### config.mk
export PLATFORM = sky130hd
export DESIGN_NAME = ins_cache
export DESIGN_NICKNAME = d
export VERILOG_FILES = /design/src/rtl/ins_cache.sv
export SDC_FILE = /design/constraint.sdc
export NUM_CORES = 2
export LEC_CHECK = 0
export ABC_AREA = 0
export BUFFER_PORTS_ARGS = -buffer_cell sky130_fd_sc_hd__buf_2
export CORE_MARGIN = 10
export CORE_UTILIZATION = 35
export CTS_CLUSTER_DIAMETER = 120
export DETAILED_ROUTE_END_ITERATION = 7
export GPL_TIMING_DRIVEN = 0
export PLACE_DENSITY_LB_ADDON = 0.2
export SLEW_MARGIN = 10
export SYNTH_ARGS = -nofsm -noshare
export SYNTH_HDL_FRONTEND = slang
export SYNTH_SLANG_ARGS = --single-unit
export TNS_END_PERCENT = 1
### constraint.sdc
create_clock -name clk -period 7.7 [get_ports clk]
set_input_delay 0.385 -clock clk [delete_from_list [all_inputs] [get_ports clk]]
set_output_delay 0.385 -clock clk [all_outputs]
set_load 0.005 [all_outputs]
### src/rtl/ins_cache.sv
// Direct-mapped one-word-per-line instruction cache with byte-serial refill.
// Define ICACHE_STATS_EN to add the hit_cnt/miss_cnt statistics outputs.
module ins_cache #(
    parameter int ADDR_W = 32,
    parameter int IDX_W  = 6
) (
    input  logic              clk,
    input  logic              rst,
    input  logic              en,
    input  logic              ins_call,
    input  logic [ADDR_W-1:0] addr_in,
    output logic              cache_en,
    output logic [31:0]       cache_ins_out,
    input  logic              flush,
    output logic              mem_req,
    output logic [ADDR_W-1:0] mem_addr,
    input  logic              mem_valid,
    input  logic [7:0]        mem_din
`ifdef ICACHE_STATS_EN
    ,
    output logic [31:0]       hit_cnt,
    output logic [31:0]       miss_cnt
`endif
);

    localparam int LINES = 1 << IDX_W;
    localparam int TAG_W = ADDR_W - IDX_W - 2;

    localparam logic IDLE = 1'b0;
    localparam logic FILL = 1'b1;

    logic              state;
    logic [LINES-1:0]  valid;
    logic [TAG_W-1:0]  tag_arr [LINES];
    logic [31:0]       data_arr[LINES];

    logic [1:0]        cnt;
    logic [31:0]       buf_q;
    logic [IDX_W-1:0]  fill_idx;
    logic [TAG_W-1:0]  fill_tag;
    logic              flushed;
    logic              req_q;
    logic              out_q;

    logic [IDX_W-1:0]  idx;
    logic [TAG_W-1:0]  tag;
    logic              hit;
    logic              accept;
    logic              line_done;
    logic              unused_ok;

    assign idx       = addr_in[IDX_W+1:2];
    assign tag       = addr_in[ADDR_W-1:IDX_W+2];
    assign unused_ok = ^addr_in[1:0];

    // A flush in the same cycle forces the request down the miss path.
    assign hit       = valid[idx] && (tag_arr[idx] == tag) && !flush;
    assign accept    = (state == IDLE) && ins_call && !out_q;
    assign line_done = (state == FILL) && mem_valid && (cnt == 2'd3);

    assign mem_req  = req_q & en;
    assign cache_en = out_q & en;

    always_ff @(posedge clk or negedge rst) begin
        if (!rst) begin
            state         <= IDLE;
            valid         <= '0;
            out_q         <= 1'b0;
            cache_ins_out <= 32'd0;
            req_q         <= 1'b0;
            mem_addr      <= '0;
            cnt           <= 2'd0;
            buf_q         <= 32'd0;
            fill_idx      <= '0;
            fill_tag      <= '0;
            flushed       <= 1'b0;
        end else if (en) begin
            out_q <= 1'b0;
            if (flush) begin
                valid <= '0;
            end
            unique case (state)
                IDLE: begin
                    if (accept) begin
                        if (hit) begin
                            out_q         <= 1'b1;
                            cache_ins_out <= data_arr[idx];
                        end else begin
                            state    <= FILL;
                            req_q    <= 1'b1;
                            mem_addr <= {addr_in[ADDR_W-1:2], 2'b00};
                            cnt      <= 2'd0;
                            fill_idx <= idx;
                            fill_tag <= tag;
                            flushed  <= 1'b0;
                        end
                    end
                end
                FILL: begin
                    if (flush) begin
                        flushed <= 1'b1;
                    end
                    if (mem_valid) begin
                        mem_addr <= mem_addr + ADDR_W'(1);
                        cnt      <= cnt + 2'd1;
                        buf_q[{cnt, 3'b000} +: 8] <= mem_din;
                        if (cnt == 2'd3) begin
                            state           <= IDLE;
                            req_q           <= 1'b0;
                            out_q           <= 1'b1;
                            cache_ins_out   <= {mem_din, buf_q[23:0]};
                            // A flush seen at any point of the fill keeps the line dead.
                            valid[fill_idx] <= !(flushed || flush);
                        end
                    end
                end
            endcase
        end
    end

    always_ff @(posedge clk) begin
        if (en && line_done) begin
            tag_arr[fill_idx]  <= fill_tag;
            data_arr[fill_idx] <= {mem_din, buf_q[23:0]};
        end
    end

`ifdef ICACHE_STATS_EN
    always_ff @(posedge clk or negedge rst) begin
        if (!rst) begin
            hit_cnt  <= 32'd0;
            miss_cnt <= 32'd0;
        end else if (en) begin
            if (flush) begin
                hit_cnt  <= 32'd0;
                miss_cnt <= 32'd0;
            end else if (accept) begin
                if (hit) begin
                    hit_cnt <= hit_cnt + 32'd1;
                end else begin
                    miss_cnt <= miss_cnt + 32'd1;
                end
            end
        end
    end
`endif

endmodule

After elaboration in Yosys (flattened, before gate mapping) --
Memories as Yosys holds them, arrays and structs flattened. Cells that the tools add are included.
Word-level totals: memories 2, word-level logic and storage cells 96, register bits after elaboration 196, output and inout bits 66, memory bits (writable) 3584, input port bits 46
Operators by class: shift operators 2, reduce and logical (&&, ||, !) cells 18, bitwise logic cells 4, eq/ne operators 8, add/subtract/negate cells 3, magnitude comparators 3, muxes and demuxes 45
Memories:
- data_arr | words 64, bits a word 32, read ports 1, clocked after Yosys merged registers in 0, wr ports 1, RTL line 35 | logic [31:0] data_arr[LINES];
- tag_arr | words 64, bits a word 24, read ports 1, clocked after Yosys merged registers in 0, wr ports 1, RTL line 34 | logic [TAG_W-1:0] tag_arr [LINES];
Operators by type and width (number):
- 2-to-1 mux 64 bit | 5
- 2-to-1 mux 32 bit | 7
- case mux 32 bit (2 select lines) | 2
- bitwise mux 64 bit | 1
- adder 32 x 1 -> 32 bit, second input constant | 1
- bitwise mux 32 bit | 1
- variable shift 8 x 7 -> 32 bit, first input constant | 1
- indexed part select 8 x 7 -> 32 bit | 1
- == test 24 bit | 1
- 2-to-1 mux 1 bit | 19
- less-than comparator 6 x 7 -> 1 bit, second input constant | 2
- AND reduction 4 bit | 3
- != test 2 bit, second input constant | 5
- AND reduction 5 bit | 2
- logical AND 1 bit | 8
- case mux 1 bit (2 select lines) | 4
- negator 5 -> 7 bit | 1
- binary-select mux 1 bit (select 6 bit) | 1
- demux 1 bit (select 6 bit) | 1
- greater-or-equal comparator 6 x 1 -> 1 bit, second input constant | 1
- 2-to-1 mux 2 bit | 3
- case mux 2 bit (2 select lines) | 1
- logical NOT 1 bit | 3
- AND reduction 3 bit | 1
- 6 further kinds | 8

Depth between registers and ports, before layout --
depth after elaboration 8, gate-level depth with buffers 20, mapped depth without buffers 11

Worst setup path before layout --
No wires, ideal clock.
kind register to register, start reg state, end reg valid[1], period minus slack after synthesis 5.788 ns, slack 1.912 ns, arrival time 5.466 ns, required time 7.378 ns, stages on the path, launching flop included 7, path buffers 1, setup time 0.322 ns, cell sequence dfrtp_1 clkbuf_1 nand3_1 nor4_1 nand3_1 nor3_1 mux2i_1
On the way: longest elaborated chain between the ends 1
RTL lines:
- from (decl) | RTL line 32 | logic state;
- from (signal assigned) | RTL line 66 | state <= IDLE;
- from (signal assigned) | RTL line 89 | state <= FILL;
- from (signal assigned) | RTL line 108 | state <= IDLE;
- 2-to-1 mux 64 bit | RTL line 82 | unique case (state)
- to (signal, indexed assignment) | RTL line 113 | valid[fill_idx] <= !(flushed || flush);
- to (decl) | RTL line 33 | logic [LINES-1:0] valid;
Every way passes these cells. A chain may end at the register's enable or synchronous reset.

Worst setup path in the final report --
start in addr_in[7], end reg fill_tag[0]
On the way: longest elaborated chain between the ends 6, elaborated cells on any way between the ends 8, those cells by class eq/ne (1); mux (2); bitwise (1); reduce/logical (3); memory (1)
RTL lines:
- from (decl) | RTL line 11 | input logic [ADDR_W-1:0] addr_in,
- memory (64 x 24 bit) or binary-select mux 1 bit (select 6 bit) (tied branches)
- == test 24 bit or 2-to-1 mux 1 bit (tied branches) | RTL line 57 | assign hit = valid[idx] && (tag_arr[idx] == tag) && !flush;
- logical AND 1 bit (*) (2 in series) | RTL line 57
- NOT 1 bit (no line) (*)
- AND reduction 4 bit (no line) (*)
- to (signal assigned) | RTL line 94 | fill_tag <= tag;
- to (decl) | RTL line 40 | logic [TAG_W-1:0] fill_tag;
Mark *: on every way between the ends. The rest lies on a longest branch, timed or not. The select of a mux whose other input is x is not followed.

==> metrics.md <==
| Metric | Value |
|---|---|
| Maximum number of pins on one net before global-route repair | 82 |
| EDFF count, synth | between 3000 and 4000 |
| Maximum clock path buffer count | 4 |
| Post-Syn Area | 147000 um^2 |
| Detail Route Antenna Nets | 0 |
| Nets | 7823 |
| Hold WS | 0.0130 ns |
| First DRT Iteration DRCs | between 10000 and 15000 |
| Syn nets | 6944 |
| Flop2flop setup slack | 2.20 ns |
| WP data required | 8.51 ns |
| Global Route Usage Sum | 0.237 |
| Vias | 81200 |
| CORE AREA | 420000 um^2 |
| P_sw | around 0.013 W |
| Full die area | 447000 um^2 |
| H-tree levels | 5 |
| Total CTS buffers | 388 |
| Critical Path AT | 7.80 ns |
| Async S/R FF share, synth | 0.0498 |
| Worst skew pair latency | 1.01 ns |
| Total Wirelength | 543 mm |
| Clock power frac | 0.373 |
| Drt first pass iters | 7 |
| Max-cap violations | 1 |
| Synth area leaders | edfxtp_1, mux4_2, dfrtp_1 |
| Critical path cell sequence | buf_2 > clkbuf_1 > clkbuf_1 > buf_1 > nand2_1 > a211oi_1 > a2111oi_0 > a221oi_1 > nand4_1 > or4_1 > buf_2 > clkbuf_1 > buf_1 > nand3_1 > o21ai_0 |
| Slowest cell on the critical path | buf_1 |
| PostCTS Resize Cnt | 0 |
| Initial core utilization | 0.351 |
| Pint | 0.0371 W |
| First-pass GRT wire length | 721 mm |
| #FFs+latches synth | 3772 |
| Initial antenna violation count | 48 |
| Clock transition at path regs | around 0.060 ns |
| CP endpoint kind | flop |
| Peak VDD IR | 0.218 mV |
| Sequential area share after synthesis | 0.764 |
| Syn. warnings | 0 |
| Switching Fraction | 0.260 |
| Number of port buffers | about 110 |
| Most used cell along the critical path | clkbuf_1 |
| Chip width | 668 um |
| Post-Syn Instances | 6892 |
| Pleak | about 56 nW |
| Status | finished, violations left |
| CTS tree | yes |
| Final Setup Violations | 0 |
| RSZ-0062 raised after global routing | no |
| Max-Slew Margin vs Limit | -0.0397 |
| Worst hold path type | input port to flop |
| TNS Setup | 0 ns |
| Crit path launch | addr_in[7] |
| Worst Reg-to-Reg Cells | 13 |
| Mean Syn Cell Area | around 21 um^2 |
| Tcrit/Tclk final | 0.908 |
| RR Endpoint | fill_tag[0]$_DFFE_PN0P_ |
| # DRC | 0 |
| Pwr/cell area | ~290 nW/um^2 |
| Power share of the sequential group | 0.517 |
| Filler cell count in the final layout | 36300 |
| Failing checks | max-capacitance violations, max-slew violations |
| Layout cells sized above 1 | 0.287 |
| Min cycle time layout | roughly 7.0 ns |
| Clk root buf | clkbuf_16 |
| Critical path endpoint | fill_tag[0]$_DFFE_PN0P_ |
| Die height | 668 um |
| Critical path startpoint category | input port |
| Setup Buffers After CTS | 0 |
| Post-synth top cells | edfxtp_1, mux4_2, mux2i_1 |
| Count of unique library cells instantiated by Yosys | 86 |
| Post-synth top area cell | edfxtp_1 |
| Layout Area Growth over Synthesis | 19.1% |
| Skew final | 0.0477 ns |
| Most common cell in the netlist | edfxtp_1 |
| Placer Congestion | 0.881 |
| Gate power share | 0.110 |
| Worst Tran Pin Value | ~1.6 ns |
| Top cell type's share of synthesized area | 0.732 |
| Hpwl dp | 377 mm |
| Synth Flop Type | edfxtp_1 |
| Pins Over Slew Limit | 5 |
| Maximum clock frequency | approximately 0.14 GHz |
| Vias in the first global route | approximately 80000 |
| CP Class | input port to flop |
| Clock Sinks | 3772 |
| RR Startpoint | tag_arr[38][7]$_DFFE_PP_ |
| Ports | around 110 |
| CP max FO | 10 |
| Vias per cell | 5.95 |
| Fin. Hold Viols | 0 |
| Worst path max stage delay | 0.99 ns |
| Num rows | approximately 240 |
| Post-detailed-route wirelength per cell | 39.8 um |
| Congestion Overflow GR | 0 |
## logic make-up (layout without fill, tap and decap cells)
group,Yosys count,count (layout),share of synthesized area
AND/OR/NAND/NOR,855,855,0.0269
AO/OA/AOI/OAI,552,552,0.0274
multiplexers,1279,1279,0.167
adder cells (fa/ha/maj),6,6,0.000510
other,0,21,0
flip-flops,3772,3772,0.764
buffers and inverters,414,1613,0.0137
XOR/XNOR,14,14,0.000834
## worst min-delay path by stage
| stage | startpoint | endpoint | slack [ns] | cells after the start |
|---|---|---|---|---|
| 2_1_floorplan | rst | buf_q[0]$_DFFE_PN0P_ | 0.09 | 0 |
| 3_3_place_gp | req_q$_DFFE_PN0P_ | req_q$_DFFE_PN0P_ | 0.46 | 1 |
| 3_5_place_dp | rst | fill_tag[4]$_DFFE_PN0P_ | 0.29 | 1 |
| 4_1_cts | mem_din[6] | buf_q[22]$_DFFE_PN0P_ | 0.001 | 3 |
| 5_1_grt | mem_din[3] | data_arr[35][27]$_DFFE_PP_ | 0.03 | 1 |
| 6_report | mem_din[3] | buf_q[19]$_DFFE_PN0P_ | 0.01 | 3 |
## power groups by stage
stage	sequential (W)	clock [W]	combinational (W)
2_1_floorplan	0.0266	0	0.00182
3_3_place_gp	0.0277	0	0.00338
3_5_place_dp	0.0263	0	0.00540
4_1_cts	0.0259	0.0189	0.00542
5_1_grt	0.0260	0.0197	0.00569
6_report	0.0259	0.0187	0.00549
## critical path: cells and delay by family
family	cells	cell delay [ns]
and+or+nand+nor	4	2.17
AOI/OAI and AO/OA	4	1.53
buffers and inverters	7	3.67
## cell usage in the layout, fill, tap and decap left out, types with 59 or more instances in the layout
cell type / count
buf_12: 251
dfrtp_1: 140
clkbuf_1: 236
clkinv_2: 69
clkbuf_16: 395
mux4_2: 931
mux2i_1: 313
buf_4: 59
a22oi_1: 132
a21oi_1: 70
edfxtp_1: 3584
clkinv_1: 96
buf_16: 74
nor2_4: 63
nand3_1: 150
nor2_1: 141
buf_2: 214
nand2_1: 300
## metrics by stage
step,instance area [um^2],setup WS [ns],util,cells,total power [W]
6_report,175000,0.707,0.418,13600,0.0501
5_1_grt,175000,1.02,0.418,13600,0.0514
4_1_cts,175000,1.11,0.417,13600,0.0502
3_5_place_dp,163000,0.134,0.387,12900,0.0317
3_3_place_gp,155000,-8.64,0.368,12500,0.0311
2_1_floorplan,147000,1.91,-,6892,0.0284
## final cells by class
type / count / area [um^2] / area share
clock inverter: 230 / 2110 / 0.0120
inverter: 24 / 90.1 / 0.000514
buffer: 390 / 1960 / 0.0112
multi-input combinational: 2706 / 33300 / 0.190
sequential: 3772 / 112000 / 0.641
timing repair buffer: 489 / 8180 / 0.0467
antenna: 21 / 52.6 / 0.000300
clock buffer: 480 / 10300 / 0.0587
tap: 5520 / 6910 / 0.0394
## routing by layer
metal  track usage  routed length, um  vias up
met1         0.308             204000    44200
met2         0.382             256000     4888
li1              -                  -    30800
met5             0                222        -
met3        0.0475              49600     1207
met4         0.115              32400       32
## flip-flops by register name, indices dropped and copies added (netlist names)
register,count
buf_q,24
cache_ins_out,32
cnt,2
data_arr,2048
fill_idx,6
fill_tag,24
flushed,1
mem_addr,32
out_q,1
req_q,1
state,1
tag_arr,1536
valid,64
## what timing repair did
item / in CTS / in global routing
hold buffers: 25 / 1
setup endpoints to repair: 0 / 0
endpoints found under the hold margin: 241 / 18
No activity file was read; power rests on OpenSTA's default activity.
